===== src/rtl/div_pkg.sv =====
// Shared definitions for the iterative divider: FSM state encoding and counter sizing.
package div_pkg;

  typedef enum logic [1:0] {
    ST_IDLE = 2'd0,
    ST_BUSY = 2'd1,
    ST_FIX  = 2'd2,
    ST_DONE = 2'd3
  } div_state_e;

  // The iteration counter must be able to hold WIDTH itself, for example after the last step.
  function automatic int unsigned cnt_width(input int unsigned width);
    return $clog2(width + 1);
  endfunction

endpackage


===== src/rtl/div_iter_if.sv =====
// Request/result bundle between the EX stage (master) and the iterative divider (slave).
interface div_iter_if #(
  parameter int WIDTH = 32
);
  logic             start_i;
  logic             signed_i;
  logic [WIDTH-1:0] op1_i;
  logic [WIDTH-1:0] op2_i;
  logic             annul_i;
  logic             ack_i;
  logic             busy_o;
  logic             valid_o;
  logic [WIDTH-1:0] quot_o;
  logic [WIDTH-1:0] rem_o;
  logic             dbz_o;

  modport master (
    output start_i, signed_i, op1_i, op2_i, annul_i, ack_i,
    input  busy_o, valid_o, quot_o, rem_o, dbz_o
  );

  modport slave (
    input  start_i, signed_i, op1_i, op2_i, annul_i, ack_i,
    output busy_o, valid_o, quot_o, rem_o, dbz_o
  );
endinterface


===== src/rtl/div_lzc.sv =====
// Combinational leading-zero counter; an all-zero input yields WIDTH.
module div_lzc
  import div_pkg::*;
#(
  parameter int WIDTH = 32
) (
  input  logic [WIDTH-1:0]              i_data,
  output logic [cnt_width(WIDTH)-1:0]   o_lz
);
  localparam int CW = cnt_width(WIDTH);

  // NOTE: o_lz gets its default before the loop, so no path leaves it unassigned and no latch is inferred.
  always_comb begin
    o_lz = CW'(WIDTH);
    for (int i = 0; i < WIDTH; i++) begin
      if (i_data[i]) o_lz = CW'(WIDTH - 1 - i);
    end
  end
endmodule


===== src/rtl/div_iter.sv =====
// Iterative radix-2 restoring divider (signed/unsigned) with a valid/ack result handshake.
// Define DIV_EARLY_TERM_EN to skip the dividend's leading zeros (results are unchanged).
module div_iter
  import div_pkg::*;
#(
  parameter int WIDTH = 32
) (
  input  logic      clk,
  input  logic      rst,
  div_iter_if.slave bus
);
  localparam int CW = cnt_width(WIDTH);

  div_state_e       r_state, w_state_nxt;
  logic [CW-1:0]    r_cnt;
  logic [WIDTH:0]   r_rem;
  logic [WIDTH-1:0] r_quot;
  logic [WIDTH-1:0] r_div;
  logic             r_signed, r_sgn1, r_sgn2;
  logic             r_dbz;
  logic [WIDTH-1:0] r_quot_o, r_rem_o;

  logic             w_accept, w_op2_zero, w_last, w_skip;
  logic [WIDTH-1:0] w_op1_mag, w_op2_mag, w_dvd_init;
  logic [CW-1:0]    w_cnt_init;
  logic [WIDTH:0]   w_shift, w_trial;

  assign w_accept   = (r_state == ST_IDLE) && bus.start_i && !bus.annul_i;
  assign w_op2_zero = (bus.op2_i == '0);
  assign w_op1_mag  = (bus.signed_i && bus.op1_i[WIDTH-1]) ? -bus.op1_i : bus.op1_i;
  assign w_op2_mag  = (bus.signed_i && bus.op2_i[WIDTH-1]) ? -bus.op2_i : bus.op2_i;
  assign w_last     = (r_cnt == CW'(WIDTH - 1));

`ifdef DIV_EARLY_TERM_EN
  logic [CW-1:0] w_lz;

  div_lzc #(.WIDTH(WIDTH)) u_lzc (
    .i_data (w_op1_mag),
    .o_lz   (w_lz)
  );

  // Leading zeros of the dividend would only produce quotient zeros; skip them up front.
  assign w_cnt_init = w_lz;
  assign w_dvd_init = w_op1_mag << w_lz;
  assign w_skip     = (w_lz == CW'(WIDTH));
`else
  assign w_cnt_init = '0;
  assign w_dvd_init = w_op1_mag;
  assign w_skip     = 1'b0;
`endif

  assign w_shift = {r_rem[WIDTH-1:0], r_quot[WIDTH-1]};
  assign w_trial = w_shift - {1'b0, r_div};

  always_comb begin
    w_state_nxt = r_state;
    case (r_state)
      ST_IDLE: if (w_accept) w_state_nxt = w_op2_zero ? ST_DONE : (w_skip ? ST_FIX : ST_BUSY);
      ST_BUSY: begin
        if (bus.annul_i)  w_state_nxt = ST_IDLE;
        else if (w_last)  w_state_nxt = ST_FIX;
      end
      ST_FIX:  w_state_nxt = bus.annul_i ? ST_IDLE : ST_DONE;
      ST_DONE: if (bus.ack_i) w_state_nxt = ST_IDLE;
      default: w_state_nxt = ST_IDLE;
    endcase
  end

  // NOTE: sequential state uses non-blocking assignments so every register samples pre-edge values.
  always_ff @(posedge clk) begin
    if (rst) r_state <= ST_IDLE;
    else     r_state <= w_state_nxt;
  end

  always_ff @(posedge clk) begin
    if (rst) begin
      r_cnt    <= '0;
      r_dbz    <= 1'b0;
      r_quot_o <= '0;
      r_rem_o  <= '0;
    end else begin
      if (w_accept) begin
        r_cnt <= w_cnt_init;
        r_dbz <= w_op2_zero;
        if (w_op2_zero) begin
          r_quot_o <= '0;
          r_rem_o  <= '0;
        end
      end else if (r_state == ST_BUSY) begin
        r_cnt <= r_cnt + CW'(1);
      end
      // Truncating division: quotient negative iff signs differ, remainder follows the dividend.
      if (r_state == ST_FIX && !bus.annul_i) begin
        r_quot_o <= (r_signed && (r_sgn1 ^ r_sgn2)) ? -r_quot : r_quot;
        r_rem_o  <= (r_signed && r_sgn1) ? -r_rem[WIDTH-1:0] : r_rem[WIDTH-1:0];
      end
      if (r_state == ST_DONE && bus.ack_i) r_dbz <= 1'b0;
    end
  end

  // NOTE: the datapath is left unreset; it is always loaded on accept before anything reads it.
  always_ff @(posedge clk) begin
    if (w_accept) begin
      r_rem    <= '0;
      r_quot   <= w_dvd_init;
      r_div    <= w_op2_mag;
      r_signed <= bus.signed_i;
      r_sgn1   <= bus.op1_i[WIDTH-1];
      r_sgn2   <= bus.op2_i[WIDTH-1];
    end else if (r_state == ST_BUSY) begin
      if (!w_trial[WIDTH]) begin
        r_rem  <= w_trial;
        r_quot <= {r_quot[WIDTH-2:0], 1'b1};
      end else begin
        r_rem  <= w_shift;
        r_quot <= {r_quot[WIDTH-2:0], 1'b0};
      end
    end
  end

  assign bus.busy_o  = (r_state != ST_IDLE);
  assign bus.valid_o = (r_state == ST_DONE);
  assign bus.quot_o  = r_quot_o;
  assign bus.rem_o   = r_rem_o;
  assign bus.dbz_o   = r_dbz;
endmodule


===== src/flat_wrapper.sv =====
// flat-port wrapper written by rule: the top's interface ports become plain ports
module div_iter_flat import div_pkg::*;
#(
  parameter int WIDTH = 32
)
  (clk, rst, bus_start_i, bus_signed_i, bus_op1_i, bus_op2_i, bus_annul_i, bus_ack_i, bus_busy_o, bus_valid_o, bus_quot_o, bus_rem_o, bus_dbz_o);
  div_iter_if #(.WIDTH(WIDTH)) bus_i ();
  input  logic clk;
  input  logic rst;
  input wire logic [$bits(bus_i.start_i)-1:0] bus_start_i;
  input wire logic [$bits(bus_i.signed_i)-1:0] bus_signed_i;
  input wire logic [$bits(bus_i.op1_i)-1:0] bus_op1_i;
  input wire logic [$bits(bus_i.op2_i)-1:0] bus_op2_i;
  input wire logic [$bits(bus_i.annul_i)-1:0] bus_annul_i;
  input wire logic [$bits(bus_i.ack_i)-1:0] bus_ack_i;
  output wire logic [$bits(bus_i.busy_o)-1:0] bus_busy_o;
  output wire logic [$bits(bus_i.valid_o)-1:0] bus_valid_o;
  output wire logic [$bits(bus_i.quot_o)-1:0] bus_quot_o;
  output wire logic [$bits(bus_i.rem_o)-1:0] bus_rem_o;
  output wire logic [$bits(bus_i.dbz_o)-1:0] bus_dbz_o;
  assign bus_i.start_i = bus_start_i;
  assign bus_i.signed_i = bus_signed_i;
  assign bus_i.op1_i = bus_op1_i;
  assign bus_i.op2_i = bus_op2_i;
  assign bus_i.annul_i = bus_annul_i;
  assign bus_i.ack_i = bus_ack_i;
  assign bus_busy_o = bus_i.busy_o;
  assign bus_valid_o = bus_i.valid_o;
  assign bus_quot_o = bus_i.quot_o;
  assign bus_rem_o = bus_i.rem_o;
  assign bus_dbz_o = bus_i.dbz_o;
  div_iter #(.WIDTH(WIDTH)) u_core (.clk(clk), .rst(rst), .bus(bus_i));
endmodule

===== config.mk =====
export PLATFORM = sky130hd
export DESIGN_NAME = div_iter_flat
export DESIGN_NICKNAME = d
export VERILOG_FILES = /design/src/rtl/div_pkg.sv /design/src/rtl/div_iter_if.sv /design/src/rtl/div_lzc.sv /design/src/rtl/div_iter.sv /design/src/flat_wrapper.sv
export SDC_FILE = /design/constraint.sdc
export NUM_CORES = 1
export LEC_CHECK = 0
export BUFFER_PORTS_ARGS = -buffer_cell sky130_fd_sc_hd__buf_2
export CAP_MARGIN = 40
export CORE_MARGIN = 3
export CORE_UTILIZATION = 30
export DETAILED_ROUTE_END_ITERATION = 8
export PLACE_DENSITY = 0.58
export SLEW_MARGIN = 0
export SYNTH_ARGS = -nofsm -noshare
export SYNTH_HDL_FRONTEND = slang
export SYNTH_SLANG_ARGS = --single-unit

===== constraint.sdc =====
create_clock -name clk -period 6.4 [get_ports clk]
set_clock_uncertainty 0.1 [all_clocks]
set_input_delay 1.28 -clock clk [delete_from_list [all_inputs] [get_ports clk]]
set_output_delay 1.28 -clock clk [all_outputs]
set_load 0.01 [all_outputs]

== Word-level counts from Yosys, hierarchy flattened ==
Cells that the tools add are included.
Storage, ports and cells
  input port bits: 70
  register bits after elaboration: 172
Operators by class
  add/sub/neg operators: 6
  reductions and logical operators: 19
  bitwise gates (word level): 1
  mux-type cells: 19
  equality and inequality tests: 7
Operators by type and width (count)
  32-bit two-way mux: 11
  32-bit negator: 4
  33-bit by 32-bit subtractor with 33-bit output: 1
  32-bit zero test: 1
  2-bit two-way mux: 6
  1-bit logical AND: 8
  2-bit case mux with 4 select lines: 1
  2-bit nonzero test: 4
  6-bit by 1-bit adder with 6-bit output (second input constant): 1
  6-bit by 5-bit equality test with 1-bit output (second input constant): 1
  2-bit equality test (second input constant): 2
  2-bit OR reduction: 2
  3-bit by 2-bit != test with 1-bit output (second input constant): 1
  3-bit AND reduction: 1
  2-bit by 1-bit equality test with 1-bit output (second input constant): 1
  2-bit zero test: 1
  2-bit by 1-bit != test with 1-bit output (second input constant): 1
  2-bit != test (second input constant): 1
  2-bit AND reduction: 1
  1-bit zero test: 1
  1-bit two-way mux: 1
  1-bit bitwise XOR: 1

== Logic depth before layout (Yosys ltp) ==
  depth in word-level cells: 5
  depth in mapped cells: 14
  depth with buffers taken out: 12

== Worst setup path after synthesis ==
OpenSTA, ideal clock, no wires.
  path type: in2reg
  from: in bus_annul_i
  to: reg u_core.r_quot[0], enable pin
  stages: 5
  arrival: 3.560 ns
  setup time: 0.422 ns
  path slack: 2.319 ns
  path through: nor2_1 -> nand3_1 -> clkinv_1 -> nor2_1 -> inv_1
On the way
  longest elaborated chain between the ends: 3
Ends and longest elaborated chain
  start: declaration: line flat_wrapper.sv:14  | input wire logic [$bits(bus_i.annul_i)-1:0] bus_annul_i;
  1-bit zero test: line div_iter.sv:28  | assign w_accept = (r_state == ST_IDLE) && bus.start_i && !bus.annul_i;
  1-bit logical AND: line div_iter.sv:28
  via u_core.w_accept: line div_iter.sv:23  | logic w_accept, w_op2_zero, w_last, w_skip;
  2-bit nonzero test (no source line)
  end signal: assignment: line div_iter.sv:105  | r_quot <= w_dvd_init;
  end signal: assignment: line div_iter.sv:113  | r_quot <= {r_quot[WIDTH-2:0], 1'b1};
  end signal: assignment: line div_iter.sv:116  | r_quot <= {r_quot[WIDTH-2:0], 1'b0};
  end: declaration: line div_iter.sv:17  | logic [WIDTH-1:0] r_quot;
The timed path passes the listed nets, and every way through them passes these cells.
A chain may end at the register's enable or synchronous reset.

== Worst setup path after layout ==
  from: reg u_core.r_div[0]
  to: reg u_core.r_rem[4]
On the way
  longest elaborated chain between the ends: 2
Ends and longest elaborated chain
  start: declaration: line div_iter.sv:18  | logic [WIDTH-1:0] r_div;
  start signal: assignment: line div_iter.sv:106  | r_div <= w_op2_mag;
  33-bit by 32-bit subtractor with 33-bit output: line div_iter.sv:53  | assign w_trial = w_shift - {1'b0, r_div};
  32-bit two-way mux: line div_iter.sv:111  | if (!w_trial[WIDTH]) begin
  end signal: assignment: line div_iter.sv:112  | r_rem <= w_trial;
  end signal: assignment: line div_iter.sv:115  | r_rem <= w_shift;
  end: declaration: line div_iter.sv:16  | logic [WIDTH:0] r_rem;
Every way passes these cells.

==> impl_metrics.py <==
metrics = {
    "pwr": {
        "internal-power_mw": 2.05,
        "p_sw_uw": 825,
        "peakVddDrop_mv": 0.144,
        "combPwrFrac": 0.176,
        "p_seq_frac": 0.438,
        "switching_share": 0.287,
        "clkPwrFrac": 0.386,
        "power.density_nw_per_um2": 233,
        "power.leakage_nw": 4.94,
    },
    "layout": {
        "area_growth_pct": 17.2,
        "final_util": 0.361,
        "diodes": 0,
        "final_cell_mix": "nand2_1, buf_2, a21oi_1",
        "layout_commonest_cell": "nand2_1",
        "final_nets": 1455,
        "drive_above_1_share": 0.152,
    },
    "routing": {
        "drtAntennaViolNets": 0,
        "drt_drc_violations_left": 0,
        "vias": 9106,
        "totalWireLength_mm": 29.1,
        "drt_iter0_markers": 516,
        "drt-wirelength-per-cell_um": 16.1,
        "firstDrtPassIters": 6,
        "viasPerCell": 5.04,
    },
    "synth": {
        "yosysWarnings": 0,
        "ys_types": 72,
        "synth-seq-cells": 172,
        "synth_edf_count": 67,
        "syn_inst": 1222,
        "synthesis.area_um2": 10500,
        "syn_avg_cell_area_um2": 8.59,
        "ys_async_sr_fraction": 0,
        "synthFlopType": "dfxtp_1",
        "synth_nets": 1330,
        "yosysSeqAreaShare": 0.392,
    },
    "status": {
        "status": "finished, final reports clean",
    },
    "grt": {
        "grt_util_met1": 0.225,
        "grt_usage": 0.155,
        "met3_usage": 0.0233,
        "grt_pass1_vias": 8573,
        "gr-usage-met2": 0.235,
        "grt_max_degree": 65,
        "grt_pass1_wl_mm": 45.8,
        "antenna_found_initial": 1,
        "overflow": 0,
        "grt.busiest_layer": "met2",
    },
    "clocking": {
        "clk_path_buf_depth": 2,
        "path_clk_slew_ns": 0.07,
        "cts_setup_buffers": 0,
        "ctsHoldBuffers": 0,
        "cts_tree": "done",
        "cts-root-buf": "clkbuf_16",
        "clock_sinks": 172,
        "cts_made_buffers": 17,
        "post_cts_resized": 0,
        "clock_latency_ns": 0.44,
        "htree_levels": 4,
    },
    "place": {
        "io_buffers": 136,
        "gp_congestion": 0.864,
        "place_hpwl_mm": 22.2,
    },
    "setup_path": {
        "cp_slowest_cell": "or4b_1",
        "startpoint_type": "register",
        "required_ns": 6.60,
        "arrival_ns": 4.00,
        "critical_path.max_fanout": 17,
        "worst-setup-path-type": "register to register",
        "worstPathCellList": "ha_1 > fa_1 > nor2b_4 > o31ai_2 > a221oi_2 > a2111o_1 > a2111oi_4 > or4b_1 > and2_0 > a31oi_1 > o22ai_1",
        "crit_path_max_incr_delay_ns": 0.85,
        "end_kind": "register",
    },
    "sta": {
        "period_needed_ns": 3.80,
        "setup_viol_count_final": 0,
        "worst_pin_slew_ns": 0.819,
        "setup_tns_ns": 0,
        "final.period_utilization": 0.594,
        "rsz0062_at_grt": "false",
        "max_slew_margin": 0.453,
        "holdWs_ns": 0.360,
        "final_max_slew_viol_count": 0,
        "timing.fmax_mhz": 263,
        "hold_viol": 0,
    },
    "die": {
        "start_util": 0.308,
        "num_rows": 67,
        "die_y_um": 193,
        "die_w_um": 193,
        "core_um2": 34000,
        "ios": 137,
        "dieArea_um2": 37300,
    },
    "min_path": {
        "hold_class": "register to register",
    },
    "job": {
        "cap_violations": 0,
    },
}
-- state kept, by name (all words and copies together) (netlist names), 2 cells and up --
register / cells
u_core.bus.quot_o: 32
u_core.bus.rem_o: 32
u_core.r_cnt: 6
u_core.r_div: 32
u_core.r_quot: 32
u_core.r_rem: 32
u_core.r_state: 2
-- stage by stage --
stage / setup slack (ns) / total power [mW] / instances / area [um2]
after floorplan: 2.32 / 1.63 / 1222 / 10500
after detailed placement: 2.24 / 1.78 / 1774 / 11700
after global placement: 2.28 / 1.78 / 1773 / 11700
final: 2.60 / 2.87 / 1808 / 12300
after global routing: 2.40 / 3.01 / 1808 / 12300
after CTS: 2.59 / 2.89 / 1806 / 12300
-- power by group through the flow --
stage	Sequential [mW]	Clock [mW]	Combinational [mW]
floorplan	1.26	0	0.371
global placement	1.28	0	0.500
detailed placement	1.28	0	0.502
CTS	1.26	1.13	0.506
global route	1.27	1.18	0.566
finish	1.26	1.11	0.504
-- cell usage after synthesis, types with 3 or more instances --
library cell    n  area [um2]
clkbuf_1       42         158
dfxtp_1       105        2100
ha_1           37         463
a21o_1          5        37.5
a32oi_1         5        43.8
o21ai_1        10        50.1
nand4_1         4        25.0
inv_1          62         233
o21ai_0       103         515
o31a_1          6        52.6
o21a_1          9        67.6
a21oi_1       111         556
o21bai_1        6        45.0
and2_1          8        50.1
nand3_1        43         215
o31ai_1        17         128
edfxtp_1       67        2010
mux2i_1        11         110
or3_1           8        50.1
o41ai_1         7        61.3
nor3_1         27         135
or4_1           7        52.6
nor4_1         16         100
nand2_1       157         589
nor2_1         79         297
and3_1          8        50.1
nor3b_1         4        30.0
a31oi_1        11        68.8
xnor2_1        85         744
xor2_1         62         543
a22oi_1        14         105
o211ai_1        3        22.5
nor2b_1         6        37.5
nand2b_1        8        50.1
a21o_2          3        26.3
a22o_1         21         184
-- worst max-delay path: cells and delay by family, from the launching register on --
kind            cells  cell delay [ns]
fa+ha+maj           2             0.68
simple gates        3             1.29
flops               1             0.37
compound gates      6             1.21
-- final timing paths --
path                             start                   end  slack (ns)  cells past startpoint
setup / recovery       u_core.r_div[0]       u_core.r_rem[4]        2.60                     11
hold reg to reg   u_core.bus.quot_o[6]  u_core.bus.quot_o[6]        0.36                      2
hold / removal    u_core.bus.quot_o[6]  u_core.bus.quot_o[6]        0.36                      2
setup reg to reg       u_core.r_div[0]       u_core.r_rem[4]        2.60                     11
-- metal layers --
metal	up-vias	routed length (um)
met3	36	1150
met2	189	12600
met4	2	607
li1	4623	-
met1	4256	14800
met5	-	7
-- area by class of cell --
class	count	area (um2)
fillers	3554	21700
multi-input cells	939	5950
flip-flops and latches	172	4110
repair buffers	154	810
well taps	448	561
clock buffers	20	489
inverters	63	236
clock inverters	12	146
-- kinds of logic (layout without fill, tap and decap cells) --
group | count (synthesis) | count (layout) | synth area share
compound gates | 352 | 352 | 0.211
mux | 12 | 12 | 0.0116
xor+xnor | 147 | 147 | 0.123
buf+inv | 111 | 249 | 0.0424
fa+ha+maj | 38 | 38 | 0.0460
flops | 172 | 172 | 0.392
simple gates | 390 | 390 | 0.175
(Power assumes the default switching activity.)
